===== src/rtl/rf_wport_if.sv =====
// Write-port arbitration bundle between WB, the long-latency unit and the
// register file / ID forwarding path.
//   ws_rf_bus    : WB request {we, waddr[4:0], wdata[31:0]}
//   ws_hold      : WB must keep its bus and stage contents next cycle
//   lu_req/lu_waddr/lu_wdata : long-latency result, stable until lu_ack
//   lu_ack       : long-latency result accepted this cycle
//   rf_bus       : {rf_we, rf_waddr, rf_wdata} to register file / forwarding
//   rf_src       : 0 = WB, 1 = long-latency unit (0 when no write)
//   conflict_cnt : saturating count of cycles with both sides live
// master = requesters/consumers side, slave = arbiter side.
interface rf_wport_if;
  logic [37:0] ws_rf_bus;
  logic        ws_hold;
  logic        lu_req;
  logic [4:0]  lu_waddr;
  logic [31:0] lu_wdata;
  logic        lu_ack;
  logic [37:0] rf_bus;
  logic        rf_src;
  logic [15:0] conflict_cnt;

  modport master (
    output ws_rf_bus, lu_req, lu_waddr, lu_wdata,
    input  ws_hold, lu_ack, rf_bus, rf_src, conflict_cnt
  );

  modport slave (
    input  ws_rf_bus, lu_req, lu_waddr, lu_wdata,
    output ws_hold, lu_ack, rf_bus, rf_src, conflict_cnt
  );
endinterface


===== src/rtl/rf_wport_arbiter.sv =====
// Register-file write-port arbiter. WB (side A) wins by default; the
// long-latency unit (side B) is forced through after losing STARVE_MAX
// consecutive cycles, stalling WB for that one cycle via ws_hold.
// Ports:
//   clk   : single clock
//   reset : synchronous, active-high; forces all grant outputs low
//   wp    : rf_wport_if.slave bundle (see interface file for signals)
// Grant outputs are combinational from the current inputs and the
// internal starvation counter; only the counters are registered.
module rf_wport_arbiter #(
  parameter int STARVE_MAX = 4
) (
  input  logic        clk,
  input  logic        reset,
  rf_wport_if.slave   wp
);

  localparam logic [3:0] STARVE_LIM = 4'(STARVE_MAX);

  logic        ws_we;
  logic [4:0]  ws_waddr;
  logic [31:0] ws_wdata;

  logic        a_live;
  logic        b_live;
  logic        b_zero;
  logic        force_b;
  logic        grant_b;

  logic [3:0]  starve_q, starve_d;
  logic [15:0] conflict_q, conflict_d;

  logic [37:0] rf_bus_d;
  logic        rf_src_d;
  logic        lu_ack_d;
  logic        ws_hold_d;

  assign {ws_we, ws_waddr, ws_wdata} = wp.ws_rf_bus;

  always_comb begin
    a_live    = ws_we && (ws_waddr != 5'd0);
    b_live    = wp.lu_req && (wp.lu_waddr != 5'd0);
    // Writes to r0 are dropped; a B request for r0 is simply retired.
    b_zero    = wp.lu_req && (wp.lu_waddr == 5'd0);
    force_b   = a_live && b_live && (starve_q == STARVE_LIM);
    grant_b   = b_live && (!a_live || force_b);

    rf_bus_d  = 38'b0;
    rf_src_d  = 1'b0;
    lu_ack_d  = 1'b0;
    ws_hold_d = 1'b0;
    if (!reset) begin
      lu_ack_d  = grant_b || b_zero;
      ws_hold_d = force_b;
      if (grant_b) begin
        rf_bus_d = {1'b1, wp.lu_waddr, wp.lu_wdata};
        rf_src_d = 1'b1;
      end else if (a_live) begin
        rf_bus_d = {1'b1, ws_waddr, ws_wdata};
      end
    end

    // Counter history restarts whenever B is retired or withdraws.
    starve_d = starve_q;
    if (!wp.lu_req || lu_ack_d) begin
      starve_d = 4'd0;
    end else if (b_live && !grant_b && (starve_q < STARVE_LIM)) begin
      starve_d = starve_q + 4'd1;
    end

    conflict_d = conflict_q;
    if (a_live && b_live && (conflict_q != 16'hFFFF)) begin
      conflict_d = conflict_q + 16'd1;
    end
  end

  always_ff @(posedge clk) begin
    if (reset) begin
      starve_q   <= 4'd0;
      conflict_q <= 16'd0;
    end else begin
      starve_q   <= starve_d;
      conflict_q <= conflict_d;
    end
  end

  assign wp.rf_bus       = rf_bus_d;
  assign wp.rf_src       = rf_src_d;
  assign wp.lu_ack       = lu_ack_d;
  assign wp.ws_hold      = ws_hold_d;
  assign wp.conflict_cnt = conflict_q;

endmodule


===== src/flat_wrapper.sv =====
// flat-port wrapper written by rule: the top's interface ports become plain ports
module rf_wport_arbiter_flat 
#(
  parameter int STARVE_MAX = 4
)
  (clk, reset, wp_ws_rf_bus, wp_lu_req, wp_lu_waddr, wp_lu_wdata, wp_ws_hold, wp_lu_ack, wp_rf_bus, wp_rf_src, wp_conflict_cnt);
  rf_wport_if wp_i ();
  input  logic clk;
  input  logic reset;
  input wire logic [$bits(wp_i.ws_rf_bus)-1:0] wp_ws_rf_bus;
  input wire logic [$bits(wp_i.lu_req)-1:0] wp_lu_req;
  input wire logic [$bits(wp_i.lu_waddr)-1:0] wp_lu_waddr;
  input wire logic [$bits(wp_i.lu_wdata)-1:0] wp_lu_wdata;
  output wire logic [$bits(wp_i.ws_hold)-1:0] wp_ws_hold;
  output wire logic [$bits(wp_i.lu_ack)-1:0] wp_lu_ack;
  output wire logic [$bits(wp_i.rf_bus)-1:0] wp_rf_bus;
  output wire logic [$bits(wp_i.rf_src)-1:0] wp_rf_src;
  output wire logic [$bits(wp_i.conflict_cnt)-1:0] wp_conflict_cnt;
  assign wp_i.ws_rf_bus = wp_ws_rf_bus;
  assign wp_i.lu_req = wp_lu_req;
  assign wp_i.lu_waddr = wp_lu_waddr;
  assign wp_i.lu_wdata = wp_lu_wdata;
  assign wp_ws_hold = wp_i.ws_hold;
  assign wp_lu_ack = wp_i.lu_ack;
  assign wp_rf_bus = wp_i.rf_bus;
  assign wp_rf_src = wp_i.rf_src;
  assign wp_conflict_cnt = wp_i.conflict_cnt;
  rf_wport_arbiter #(.STARVE_MAX(STARVE_MAX)) u_core (.clk(clk), .reset(reset), .wp(wp_i));
endmodule

===== config.mk =====
export PLATFORM = sky130hd
export DESIGN_NAME = rf_wport_arbiter_flat
export DESIGN_NICKNAME = d
export VERILOG_FILES = /design/src/rtl/rf_wport_if.sv /design/src/rtl/rf_wport_arbiter.sv /design/src/flat_wrapper.sv
export SDC_FILE = /design/constraint.sdc
export NUM_CORES = 1
export LEC_CHECK = 0
export CORE_MARGIN = 8
export CORE_UTILIZATION = 29
export DETAILED_ROUTE_END_ITERATION = 6
export PLACE_DENSITY = 0.89
export REMOVE_ABC_BUFFERS = 1
export SLEW_MARGIN = 10
export SYNTH_ARGS = -nofsm -noshare
export SYNTH_HDL_FRONTEND = slang
export SYNTH_SLANG_ARGS = --single-unit

===== constraint.sdc =====
create_clock -name clk -period 2.4 [get_ports clk]
set_input_delay 0.48 -clock clk [delete_from_list [all_inputs] [get_ports clk]]
set_output_delay 0.48 -clock clk [all_outputs]
set_load 0.005 [all_outputs]

== Yosys cells after proc, flatten, opt, wreduce, memory -nomap -nowiden ==
Index checks and enable logic that the tools add are counted.
Widths: inputs -> output; s select.
Word-level totals
  bits in read-only memories: 0
  memories: 0
  register bits after elaboration: 20
  input port bits: 78
  bits in latches: 0
  memory bits (writable): 0
Operators by class
  bitwise logic cells: 0
  reduce and logical (&&, ||, !) cells: 19
  eq/ne operators: 2
  magnitude comparators: 1
  add/sub/neg operators: 2
  shift operators: 0
  multipliers: 0
  divide/modulo/power cells: 0
  muxes and demuxes: 7
Operator list (number)
  $mux 38: 3
  $add 16x1->16 const B: 1
  $ne 16x16->1 const B: 1
  $reduce_bool 5->1: 2
  $logic_and 1x1->1: 9
  $logic_not 5->1: 1
  $add 4x1->4 const B: 1
  $eq 4x3->1 const B: 1
  $lt 4x3->1 const B: 1
  $mux 1: 4
  $logic_not 1->1: 3
  $logic_or 1x1->1: 3
  $reduce_or 2->1: 1

== Logic depth before layout (Yosys ltp) ==
Gate-level depths: netlist of run 1.
  word-level depth: 10
  mapped depth: 9
  depth with buffers taken out: 7

== Worst setup path before layout of run 1 ==
OpenSTA, ideal clock, no wires.
  kind: input-to-output
  start: input wp_lu_waddr[1]
  end: output wp_rf_bus[27]
  setup slack: 0.015 ns
  stages on the path: 6
  path buffers: 1
  arrival time: 1.905 ns
  cells stage by stage: or4_4 -> o21ai_4 -> nor2_2 -> nor3_4 -> buf_6 -> a22o_1
Between the ends
  longest elaborated chain between the ends: 8
Ends and longest elaborated chain
  from (decl): line flat_wrapper.sv:12  | input wire logic [$bits(wp_i.lu_waddr)-1:0] wp_lu_waddr;
  $reduce_bool 5->1 *: line rf_wport_arbiter.sv:42  | b_live = wp.lu_req && (wp.lu_waddr != 5'd0);
  $logic_and 1x1->1 *: line rf_wport_arbiter.sv:42
  $logic_and 1x1->1 (2 in a row): line rf_wport_arbiter.sv:45  | force_b = a_live && b_live && (starve_q == STARVE_LIM);
  $logic_or 1x1->1: line rf_wport_arbiter.sv:46  | grant_b = b_live && (!a_live || force_b);
  $logic_and 1x1->1 *: line rf_wport_arbiter.sv:46
  $mux 38 *: line rf_wport_arbiter.sv:55  | if (grant_b) begin
  $mux 38 *: line rf_wport_arbiter.sv:52  | if (!reset) begin
  to (decl): line flat_wrapper.sv:16  | output wire logic [$bits(wp_i.rf_bus)-1:0] wp_rf_bus;
Every way passes the cells marked *; elsewhere a longest branch is shown, timed or not.

== Worst setup path after layout of run 1 ==
  start: input wp_lu_waddr[0]
  end: output wp_rf_bus[7]
The elaborated chain is that of the path after synthesis.

==> flow_summary.ini, run 1 <==
[clocking]
path_clk_slew_ps = 70
cts.htree.levels = 1
cts_root_buffer = clkbuf_8
cts-buffers-inserted = 3
cts.path.max_buffers = 2
cts.sinks = 20
tritoncts = built
clkLatencyLatePin_ps = 260

[floorplanning]
design.die.area_sq_um = 7950
initial_core_util = 0.302
num_rows = 26
ioPinCount = 135
core-area_sq_um = 5140
die_h_microns = 89.1
die_width_microns = 89.1

[route]
vias = 2192
via_per_inst = 5.27
ant_nets = 0
route.detailed.drc = 0
drt-total-wl_microns = 8760
dr.first_iter.drc_count = 47
wl_per_cell_microns = 21.1
firstDrtPassIters = 4

[flow_run]
drv_cap = 0

[pwr]
leakage_nw = 1.44
fin_total_pwr_mw = 1.02
vdd_ir_drop_max_v = 0.000288
powerDensity_nw_per_um2 = 299

[global_route]
overflow = 0
grt_pass1_vias = 2268
grt_max_degree = 24
grt_use_total = 0.196
grt_pass1_wl_microns = 11900
antenna_found_initial = 1

[synthesis]
ys_ff_latch = 20
yosysWarnings = 0
synth_top_area_frac = 0.258
synth-edff-count = 0
synth_flop_cell = dfxtp_1
synth.distinct_cells = 45
synthArstFlopShare = 0
yosys-top-cells-count = a22o_2, dfxtp_1, nor2_1
yosysMostFrequentCell = a22o_2
synth.yosys.seq_area_share = 0.258
avgSynthCellArea_sq_um = 8.82
synth_area_leaders = dfxtp_1, a22o_2, a22o_1
synth_top_area_cell = dfxtp_1
syn_area_sq_um = 1550
syn_inst = 176

[setup_path]
worst_setup_path_end_kind = primary output
crit_type = input pin to primary output
worst-path-max-fanout = 23
r2r_cells = 5
r2r-end = u_core.wp.conflict_cnt[8]
critical_path_arrival_ps = 2190
crit_slowest_cell = or4_4
crit_path_start_kind = input pin
r2r_start = u_core.wp.conflict_cnt[3]
path_cells = buf_6, or4_4, o21ai_4, buf_6, o21bai_4, nor2_4, buf_12, a22o_2, buf_2
cp_common_cell = buf_6
slowest_delay_ps = 560
reg2reg_slack_ps = 450
worstPathRequired_ps = 1920

[timing]
final.min_clock_period_ps = 2670
slew-limit-headroom = 0.571
maxSlewViolCount = 0
worstMarginPinSlew_ps = 639
hold_violations = 0
finalWorstSetupSlack_ps = -270
setup_viol = 39
fin_hold_ws_ps = 471
fin_crit_sh = 1.11
fin_skew_ps = 1.33
rsz0062_at_grt = yes
fmax_mhz = 374

[layout]
area_growth_syn_to_layout_pct = 120
fin_cells = 416
layout-drive-gt1-share = 0.400
nets = 427

[hold_path]
whs_path_depth = 2
hold_path.class = register to register
min_to = u_core.starve_q[3]
min_from = u_core.starve_q[3]

[place]
pre_cts_slack_ps = -911
dp_hpwl_microns = 6320
io_buffers = 134
placed_cells = 394
globalplace.congestion = 0.895

[outcome]
violations = setup timing
status = finished, violations left
-- report_power, final --
part / internal [mW] / switching [mW] / total [mW]
Clock: 0.146 / 0.107 / 0.253
Combinational: 0.277 / 0.150 / 0.427
Sequential: 0.335 / 0.00290 / 0.338
Total: 0.758 / 0.260 / 1.02
-- cell families after synthesis --
logic type / count (synthesis) / synth area share
fa+ha+maj: 3 / 0.0242
compound gates: 64 / 0.346
mux: 5 / 0.0339
buf+inv: 18 / 0.0831
simple gates: 61 / 0.227
xor+xnor: 5 / 0.0282
flops: 20 / 0.258
-- final cells by class --
type,instances,area (sq um)
fill,385,1730
timing repair buffer,177,1700
multi-input combinational,138,1140
sequential,20,400
tap,70,87.6
clock buffer,4,55.1
inverter,6,22.5
antenna,1,2.50
-- worst max-delay path by stage --
stage	cells past startpoint	endpoint	startpoint	slack [ps]
global route	9	wp_rf_bus[7]	wp_lu_waddr[1]	-300
detailed placement	8	wp_rf_bus[27]	wp_lu_waddr[1]	-910
floorplan	5	wp_rf_bus[10]	wp_ws_rf_bus[32]	-370
CTS	10	wp_rf_bus[27]	wp_lu_waddr[2]	-310
finish	9	wp_rf_bus[7]	wp_lu_waddr[0]	-270
global placement	8	wp_rf_bus[27]	wp_lu_waddr[1]	-830
-- cell usage in the layout, fill, tap and decap left out, types with 3 or more instances in the layout --
master,Yosys,layout
a21oi_1,10,9
a22o_1,13,13
a22o_2,23,12
a22o_4,0,11
buf_16,0,3
buf_2,1,23
buf_4,0,29
buf_6,8,33
clkbuf_8,0,4
clkdlybuf4s50_1,0,81
dfxtp_1,20,20
dlygate4sd2_1,0,4
ha_1,3,3
inv_1,6,6
mux2i_1,3,3
nand2_1,7,7
nand3_1,5,4
nand4_1,4,4
nor2_1,16,15
nor3_1,5,4
o21ai_0,6,6
or3_1,4,4
xnor2_1,5,5
-- flip-flops by register name, summed over array words and instances, names as in the netlist --
register                flops
u_core.wp.conflict_cnt     16
u_core.starve_q             4
-- worst max-delay path: cells and delay by family --
| family | cells | cell delay [ps] |
|---|---|---|
| compound gates | 3 | 570 |
| buf+inv | 4 | 500 |
| simple gates | 2 | 630 |
-- what timing repair did --
action / in CTS / in global routing
setup endpoints to repair: 41 / 40
setup buffers: 9 / 8
pin swaps: 23 / 15
gates resized for setup: 242 / 15
hold buffers: 0 / 0
gates cloned: 4 / 0
-- stage by stage --
stage                      util  TNS [ps]  cell area [sq um]
after global placement    0.602    -33120               3090
after detailed placement  0.602    -36040               3090
after global routing      0.663     -9670               3410
after CTS                 0.642     -9110               3300
after floorplan               -    -13370               1450
final                     0.663     -8270               3410
-- metal layers --
| metal | GRT usage | up-vias | part of all wire |
|---|---|---|---|
| met5 | 0 | - | 0 |
| met3 | 0.0634 | 27 | 0.098 |
| met4 | 0.106 | 0 | 0.039 |
| li1 | - | 1022 | - |
| met1 | 0.191 | 1025 | 0.36 |
| met2 | 0.360 | 118 | 0.51 |
Power figures use the tool's default switching activity.
==> run 2: changes to the inputs <==
CTS_CLUSTER_DIAMETER = 60   (was unset)
==> results of run 2 <==
Same layout as run 1: the final DEF is identical, and so are final timing and power.
